==> src/rtl/mp3_pkg.sv <==
// mp3_pkg: SCI opcodes/registers and controller state encoding shared by the VS10xx driver.
package mp3_pkg;
  localparam logic [7:0] SCI_WRITE = 8'h02;
  localparam logic [7:0] SCI_MODE = 8'h00;
  localparam logic [7:0] SCI_VOL = 8'h0B;
  typedef enum logic [2:0] {RST_WAIT, CMD_WAIT, CMD_SHIFT, DATA_WAIT, FETCH, DATA_SHIFT} state_t;
  function automatic logic [31:0] sci_frame(input logic [7:0] a, input logic [15:0] v);
    return {SCI_WRITE, a, v};
  endfunction
endpackage

==> src/rtl/mp3_spi_shifter.sv <==
// mp3_spi_shifter: SPI mode-0 MSB-first frame shifter with a half-period of CS setup and hold.
module mp3_spi_shifter #(
  parameter int CLK_DIV = 50,
  parameter int MAX_W = 32
) (
  input  logic                         clk,
  input  logic                         rst,
  input  logic                         load,
  input  logic [$clog2(MAX_W+1)-1:0]   len,
  input  logic [MAX_W-1:0]             data,
  output logic                         done,
  output logic                         sck,
  output logic                         si,
  output logic                         cs_n
);
  localparam int CW = $clog2(CLK_DIV);
  localparam int HW = $clog2(2*MAX_W+1);
  logic [CW-1:0] cnt;
  logic [HW-1:0] rem;
  logic [MAX_W-1:0] sr;
  logic active;
  assign si = active & sr[MAX_W-1];
  assign cs_n = ~active;
  // 2*len SCK toggles plus one trailing low half-period before CS is released
  always_ff @(posedge clk) begin
    if (rst) begin
      active <= 1'b0;
      cnt <= '0;
      rem <= '0;
      sr <= '0;
      sck <= 1'b0;
      done <= 1'b0;
    end else begin
      done <= 1'b0;
      if (!active) begin
        if (load) begin
          active <= 1'b1;
          cnt <= '0;
          rem <= HW'(2 * len);
          sr <= data;
        end
      end else if (cnt != CW'(CLK_DIV - 1)) begin
        cnt <= cnt + 1'b1;
      end else begin
        cnt <= '0;
        if (rem == '0) begin
          active <= 1'b0;
          done <= 1'b1;
        end else begin
          rem <= rem - 1'b1;
          sck <= ~sck;
          if (sck) sr <= sr << 1;
        end
      end
    end
  end
endmodule

==> src/rtl/mp3_stream_ctrl.sv <==
// mp3_stream_ctrl: VS10xx driver - reset, SCI init, DREQ-paced looping SDI stream with volume and pause.
module mp3_stream_ctrl
  import mp3_pkg::*;
#(
  parameter int CLK_DIV = 50,
  parameter int RESET_DLY = 50_000_000,
  parameter int ID_W = 3,
  parameter int ADDR_W = 12,
  parameter int DATA_W = 16,
  parameter logic [15:0] MODE_INIT = 16'h0804,
  parameter logic [15:0] VOL_INIT = 16'h8080
) (
  input  logic                   clk,
  input  logic                   rst,
  input  logic                   start,
  input  logic [ID_W-1:0]        music_id,
  input  logic                   vol_wr,
  input  logic [15:0]            vol_val,
  output logic [ID_W+ADDR_W-1:0] rom_addr,
  input  logic [DATA_W-1:0]      rom_data,
  output logic                   track_end,
  output logic                   busy,
  output logic                   XRSET,
  input  logic                   DREQ,
  output logic                   XCS,
  output logic                   XDCS,
  output logic                   SI,
  output logic                   SCK
);
  localparam int SW = DATA_W > 32 ? DATA_W : 32;
  localparam int LW = $clog2(SW + 1);
  localparam int DW = $clog2(RESET_DLY + 1);
  state_t state, nxt;
  logic [DW-1:0] dly;
  logic [1:0] dreq_q, init;
  logic dreq_s, vol_pend, sdi, load, done, cs_n;
  logic [15:0] vol_reg;
  logic [ADDR_W-1:0] addr;
  logic [ID_W-1:0] cur_id;
  logic [LW-1:0] len;
  logic [SW-1:0] sdata;
  logic [31:0] cmd;
  assign dreq_s = dreq_q[1];
  assign rom_addr = {cur_id, addr};
  assign XCS = sdi | cs_n;
  assign XDCS = ~sdi | cs_n;
  assign busy = ~(XCS & XDCS);
  assign cmd = init == 2'd0 ? sci_frame(SCI_MODE, MODE_INIT) :
               init == 2'd1 ? sci_frame(SCI_VOL, VOL_INIT) : sci_frame(SCI_VOL, vol_reg);
  assign len = state == FETCH ? LW'(DATA_W) : LW'(32);
  assign sdata = state == FETCH ? SW'(rom_data) << (SW - DATA_W) : SW'(cmd) << (SW - 32);
  mp3_spi_shifter #(.CLK_DIV(CLK_DIV), .MAX_W(SW)) u_spi (
    .clk(clk), .rst(rst), .load(load), .len(len), .data(sdata),
    .done(done), .sck(SCK), .si(SI), .cs_n(cs_n)
  );
  always_ff @(posedge clk) state <= rst ? RST_WAIT : nxt;
  // A track change is absorbed in DATA_WAIT so the ROM sees the new address a cycle before FETCH
  always_comb begin
    nxt = state;
    load = 1'b0;
    case (state)
      RST_WAIT: nxt = dly == DW'(RESET_DLY - 1) ? CMD_WAIT : RST_WAIT;
      CMD_WAIT: begin
        load = dreq_s;
        nxt = dreq_s ? CMD_SHIFT : CMD_WAIT;
      end
      CMD_SHIFT: nxt = !done ? CMD_SHIFT : init == 2'd2 ? DATA_WAIT : CMD_WAIT;
      DATA_WAIT: begin
        load = dreq_s & vol_pend;
        nxt = (dreq_s & vol_pend) ? CMD_SHIFT :
              (dreq_s & start & (music_id == cur_id)) ? FETCH : DATA_WAIT;
      end
      FETCH: begin
        load = 1'b1;
        nxt = DATA_SHIFT;
      end
      DATA_SHIFT: nxt = done ? DATA_WAIT : DATA_SHIFT;
      default: nxt = RST_WAIT;
    endcase
  end
  always_ff @(posedge clk) begin
    if (rst) begin
      dly <= '0;
      XRSET <= 1'b0;
      dreq_q <= '0;
      init <= '0;
      vol_pend <= 1'b0;
      vol_reg <= '0;
      addr <= '0;
      cur_id <= '0;
      sdi <= 1'b0;
      track_end <= 1'b0;
    end else begin
      dreq_q <= {dreq_q[0], DREQ};
      track_end <= state == DATA_SHIFT && done && (&addr);
      if (state == RST_WAIT) dly <= dly + 1'b1;
      if (state == RST_WAIT && nxt == CMD_WAIT) XRSET <= 1'b1;
      if (load) sdi <= state == FETCH;
      if (load && state == CMD_WAIT) init <= init + 1'b1;
      if (vol_wr) begin
        vol_reg <= vol_val;
        vol_pend <= 1'b1;
      end else if (load && state == DATA_WAIT) begin
        vol_pend <= 1'b0;
      end
      if (state == DATA_SHIFT && done) addr <= addr + 1'b1;
      if (state == DATA_WAIT && music_id != cur_id) begin
        cur_id <= music_id;
        addr <= '0;
      end
    end
  end
endmodule

==> config.mk <==
export PLATFORM = sky130hd
export DESIGN_NAME = mp3_stream_ctrl
export DESIGN_NICKNAME = d
export VERILOG_FILES = /design/src/rtl/mp3_pkg.sv /design/src/rtl/mp3_spi_shifter.sv /design/src/rtl/mp3_stream_ctrl.sv
export SDC_FILE = /design/constraint.sdc
export NUM_CORES = 1
export LEC_CHECK = 0
export BUFFER_PORTS_ARGS = -buffer_cell sky130_fd_sc_hd__clkbuf_2
export CAP_MARGIN = 20
export CELL_PAD_IN_SITES_DETAIL_PLACEMENT = 1
export CELL_PAD_IN_SITES_GLOBAL_PLACEMENT = 1
export CORE_ASPECT_RATIO = 0.6
export CORE_MARGIN = 5
export CORE_UTILIZATION = 30
export CTS_BUF_LIST = sky130_fd_sc_hd__clkbuf_8
export CTS_CLUSTER_SIZE = 30
export DETAILED_ROUTE_END_ITERATION = 16
export GPL_ROUTABILITY_DRIVEN = 0
export PLACE_DENSITY = 0.61
export SYNTH_ARGS = -nofsm -noshare
export SYNTH_HDL_FRONTEND = slang
export SYNTH_SLANG_ARGS = --single-unit
==> constraint.sdc <==
create_clock -name clk -period 4.8 [get_ports clk]
set_input_delay 0.24 -clock clk [delete_from_list [all_inputs] [get_ports clk]]
set_output_delay 0.24 -clock clk [all_outputs]
set_load 0.02 [all_outputs]
==> metrics list <==
* Combined global-route utilization of all metal layers: 13.83%
* Count of flip-flops with a built-in enable after synthesis: 0
- The die covers 20470 sq um.
- IR analysis of the VDD net gives a maximum drop of 0.1822 mV.
- Number of inserted diodes: 0
- The final critical path takes up 53.31% of the cycle.
* Tightest Hold Check Type: primary input to flop
- Fraction of power spent switching nets: 21.89%
- The number of max-slew violations in the final report came to 0.
* Number of violations reported at the end of detailed-routing iteration 0: 193
* Final #Nets: 708
- Dividing the detail-routed wire length by the instance count gives 15.46 um.
- Ranking of synthesized cells by area: sky130_fd_sc_hd__dfxtp_1, sky130_fd_sc_hd__nor2_1, sky130_fd_sc_hd__xnor2_1
- Fraction of final layout cells with drive strength greater than 1: 17.56%
- Clock period minus final worst setup slack: 2.559 ns
* Leading cell types by count after synthesis: sky130_fd_sc_hd__dfxtp_1, sky130_fd_sc_hd__nor2_1, sky130_fd_sc_hd__nor3_1, sky130_fd_sc_hd__nand2_1, sky130_fd_sc_hd__a21oi_1
- CTS buffer count: 17
- Crit end category: flop
* Count of hold buffers inserted by post-cts repair: 0
- Dividing total power by cell area gives a power density of 335.8 nW/um^2.
* Leakage dissipation: 2.344 nW
* Largest fanout on the critical path: 23
- The hold violation total from the final report came to 0.
- After synthesis, the share of flip-flops with an asynchronous set or reset is 0%.
- Core utilization of the finished layout: 36.32%
- The number of placed instances, taps included, is 873.
- In this run the tightest slew margin relative to its limit is 28.15%.
- The number of antenna violations at the first check in global routing is 0.
- After synthesis, the mean cell area works out to 8.668 sq um.
* Grt total ovfl: 0
- Clock tree skew after final layout: 0.01307 ns
- The flow ran to the end, and the final reports show no timing, DRC or antenna violations.
- Worst-Skew Late Latency: 0.44 ns
- Core region area: 17220 sq um
- The internal power of the cells totals 1.641 mW.
- Starting utilization of the core area: 30.70%
- # rows: 37
- Max-capacitance violation count: 0
- Clock group share of total power: 49.9%
- Hold path startpoint: DREQ
- Largest net degree at the start of global routing: 104
- Library cell with the highest instance count after synthesis: sky130_fd_sc_hd__dfxtp_1
* H-tree levels: 4
- Cell taking the most area after synthesis: sky130_fd_sc_hd__dfxtp_1
* Number of cells on the worst reg-to-reg path: 6
* Post-route cell area: 6255 sq um
- DP HPWL: 9574 um
* Worst-case setup margin in the final layout: 2.241 ns
* Detailed-routing iteration count for the pre-antenna-repair pass: 4
- The die is 181.4 um wide.
- The path with the worst hold slack has its endpoint at dreq_q[0].
- Synth-to-layout area growth: 18.29%
- Total number of vias: 4550
* Placement Cell Area: 5778 sq um
* Primary FF master, synth: sky130_fd_sc_hd__dfxtp_1
* CP arrival: 2.92 ns
* Critical path launch point type: flop
* Portion of synthesized cell area occupied by the leading cell type: 43.92%
* Comb pwr share: 3.3%
* Final routed DRC violation total: 0
- Buffers from clock root to sink, at most: 2
- In this run the tool buffered the top-level ports with 61 buffer cells.
- Post-CTS repair changed the size of 0 cells.
- The startpoint identified for the worst register-to-register timing path is state[0].
- Cells after Synth: 610
- Root buffer cell: sky130_fd_sc_hd__clkbuf_8
- The count of nets left with antenna violations once routing finished came out at 0.
* Switch Pwr: 459.7 uW
- Total nets after synthesis: 659
- TritonCTS clock tree: yes
- The first global-routing pass estimated 23230 um of wire.
- RSZ-0062 raised after global routing: no
- After clock tree synthesis, the clock-pin slew on the worst setup and hold paths is 0.07 ns.
* Clock sink total: 116
* Sequential cell fraction of total power: 46.8%
- Combined area of all synthesized cells: 5288 sq um
* RR Endpoint: u_spi.sr[25]
- Along the worst hold path, the cell count comes to 2.
- Flop and latch count out of synthesis: 116
- Based on the critical path, the design can be clocked at up to 390.8 MHz.
- Vertical die dimension: 112.8 um
- Final standard cell count with taps included and fillers excluded: 906
- Worst setup path class: flop to flop
- The via count of the first global-routing pass came to 4628.
* Total wire length after detailed routing: 14010 um
* Count of synthesis-stage warnings from yosys: 0
- After clock tree synthesis, the setup repair step added 0 buffers.
- In the final timing run, aggregate negative setup slack is 0 ns.
* Minimum hold slack: 0.03052 ns
- Worst EP required: 5.16 ns
- After detailed routing, the number of vias per cell comes to 5.022.
* Transition at the pin with the smallest max-transition slack: 1.074 ns
- Total power: 2.100 mW
* Setup slack on the worst flop-to-flop path: 2.24 ns
- In this run the count of I/O pins placed on the die edge is 62.
- Sequential elements use 43.92% of the synthesized area.
* Final-report setup violation count: 0
- Flip-flop count of the largest register after layout: 32
* Post-placement worst setup slack: 2.245 ns
* Library cells used by synthesis: 58
-- per-layer routing --
layer | GRT usage (%) | share of wire, %
met5 | 0 | 0
met4 | 4.748 | 1.4
met3 | 3.726 | 4.2
met2 | 20.72 | 42
met1 | 19.30 | 52
-- how the worst max path moves through the flow --
stage / depth (start not counted) / slack [ns] / end / startpoint
floorplan: 7 / 3.00 / u_spi.sr[27] / u_spi.cnt[0]
global placement: 5 / 1.96 / u_spi.sr[25] / state[0]
detailed placement: 6 / 2.24 / u_spi.sr[25] / state[0]
CTS: 6 / 2.22 / u_spi.sr[25] / state[0]
global route: 6 / 2.03 / u_spi.sr[25] / state[0]
finish: 6 / 2.24 / u_spi.sr[25] / state[0]
-- cell type report --
cell class	instances	area, sq um
Sequential cell	116	2323
Multi-Input combinational cell	434	2706
Inverter	22	82.58
Fill cell	2067	10970
Clock buffer	19	261.5
Tap cell	234	292.8
Timing Repair Buffer	68	400.4
Clock inverter	13	187.7
-- kinds of logic after synthesis --
logic type | after synthesis | synth area share (%)
XOR/XNOR | 36 | 5.963
buffers and inverters | 60 | 4.898
AO/OA/AOI/OAI | 103 | 13.46
adder cells (fa/ha/maj) | 9 | 2.130
multiplexers | 20 | 3.833
AND/OR/NAND/NOR | 266 | 25.79
flip-flops | 116 | 43.92
-- worst max-delay path, stage by stage, from the launching register on --
cell	delay (ns)
sky130_fd_sc_hd__dfxtp_1	0.59
sky130_fd_sc_hd__nand2_1	0.26
sky130_fd_sc_hd__o41ai_2	0.62
sky130_fd_sc_hd__a41o_1	0.51
sky130_fd_sc_hd__buf_16	0.23
sky130_fd_sc_hd__o221ai_1	0.12
sky130_fd_sc_hd__a21oi_1	0.15
-- power groups by stage --
stage	registers (mW)	logic, mW	clock network, mW
floorplan	1.00	0.0400	0
global placement	1.01	0.0648	0
global route	0.985	0.0775	1.12
finish	0.984	0.0693	1.05
CTS	0.983	0.0680	1.07
detailed placement	1.01	0.0678	0
-- layout by cell type, fill, tap and decap left out, drive strengths merged, types with 3 or more instances in the layout --
cell type and n:
o211ai 6, bufinv 5, and3 3, a21boi 4
xnor2 26, nand3 15, clkinv 7, ha 9
inv 23, nor3 40, nor2b 5, mux2i 18
o21ai 15, xor2 10, nor2 103, a211oi 6
buf 8, a31oi 4, nand2 37, clkbuf 79
nor4 17, or3 13, nand4 13, a221oi 23
nor3b 3, dfxtp 116, a21oi 33, nand2b 3
Power figures use the tool's default switching activity.
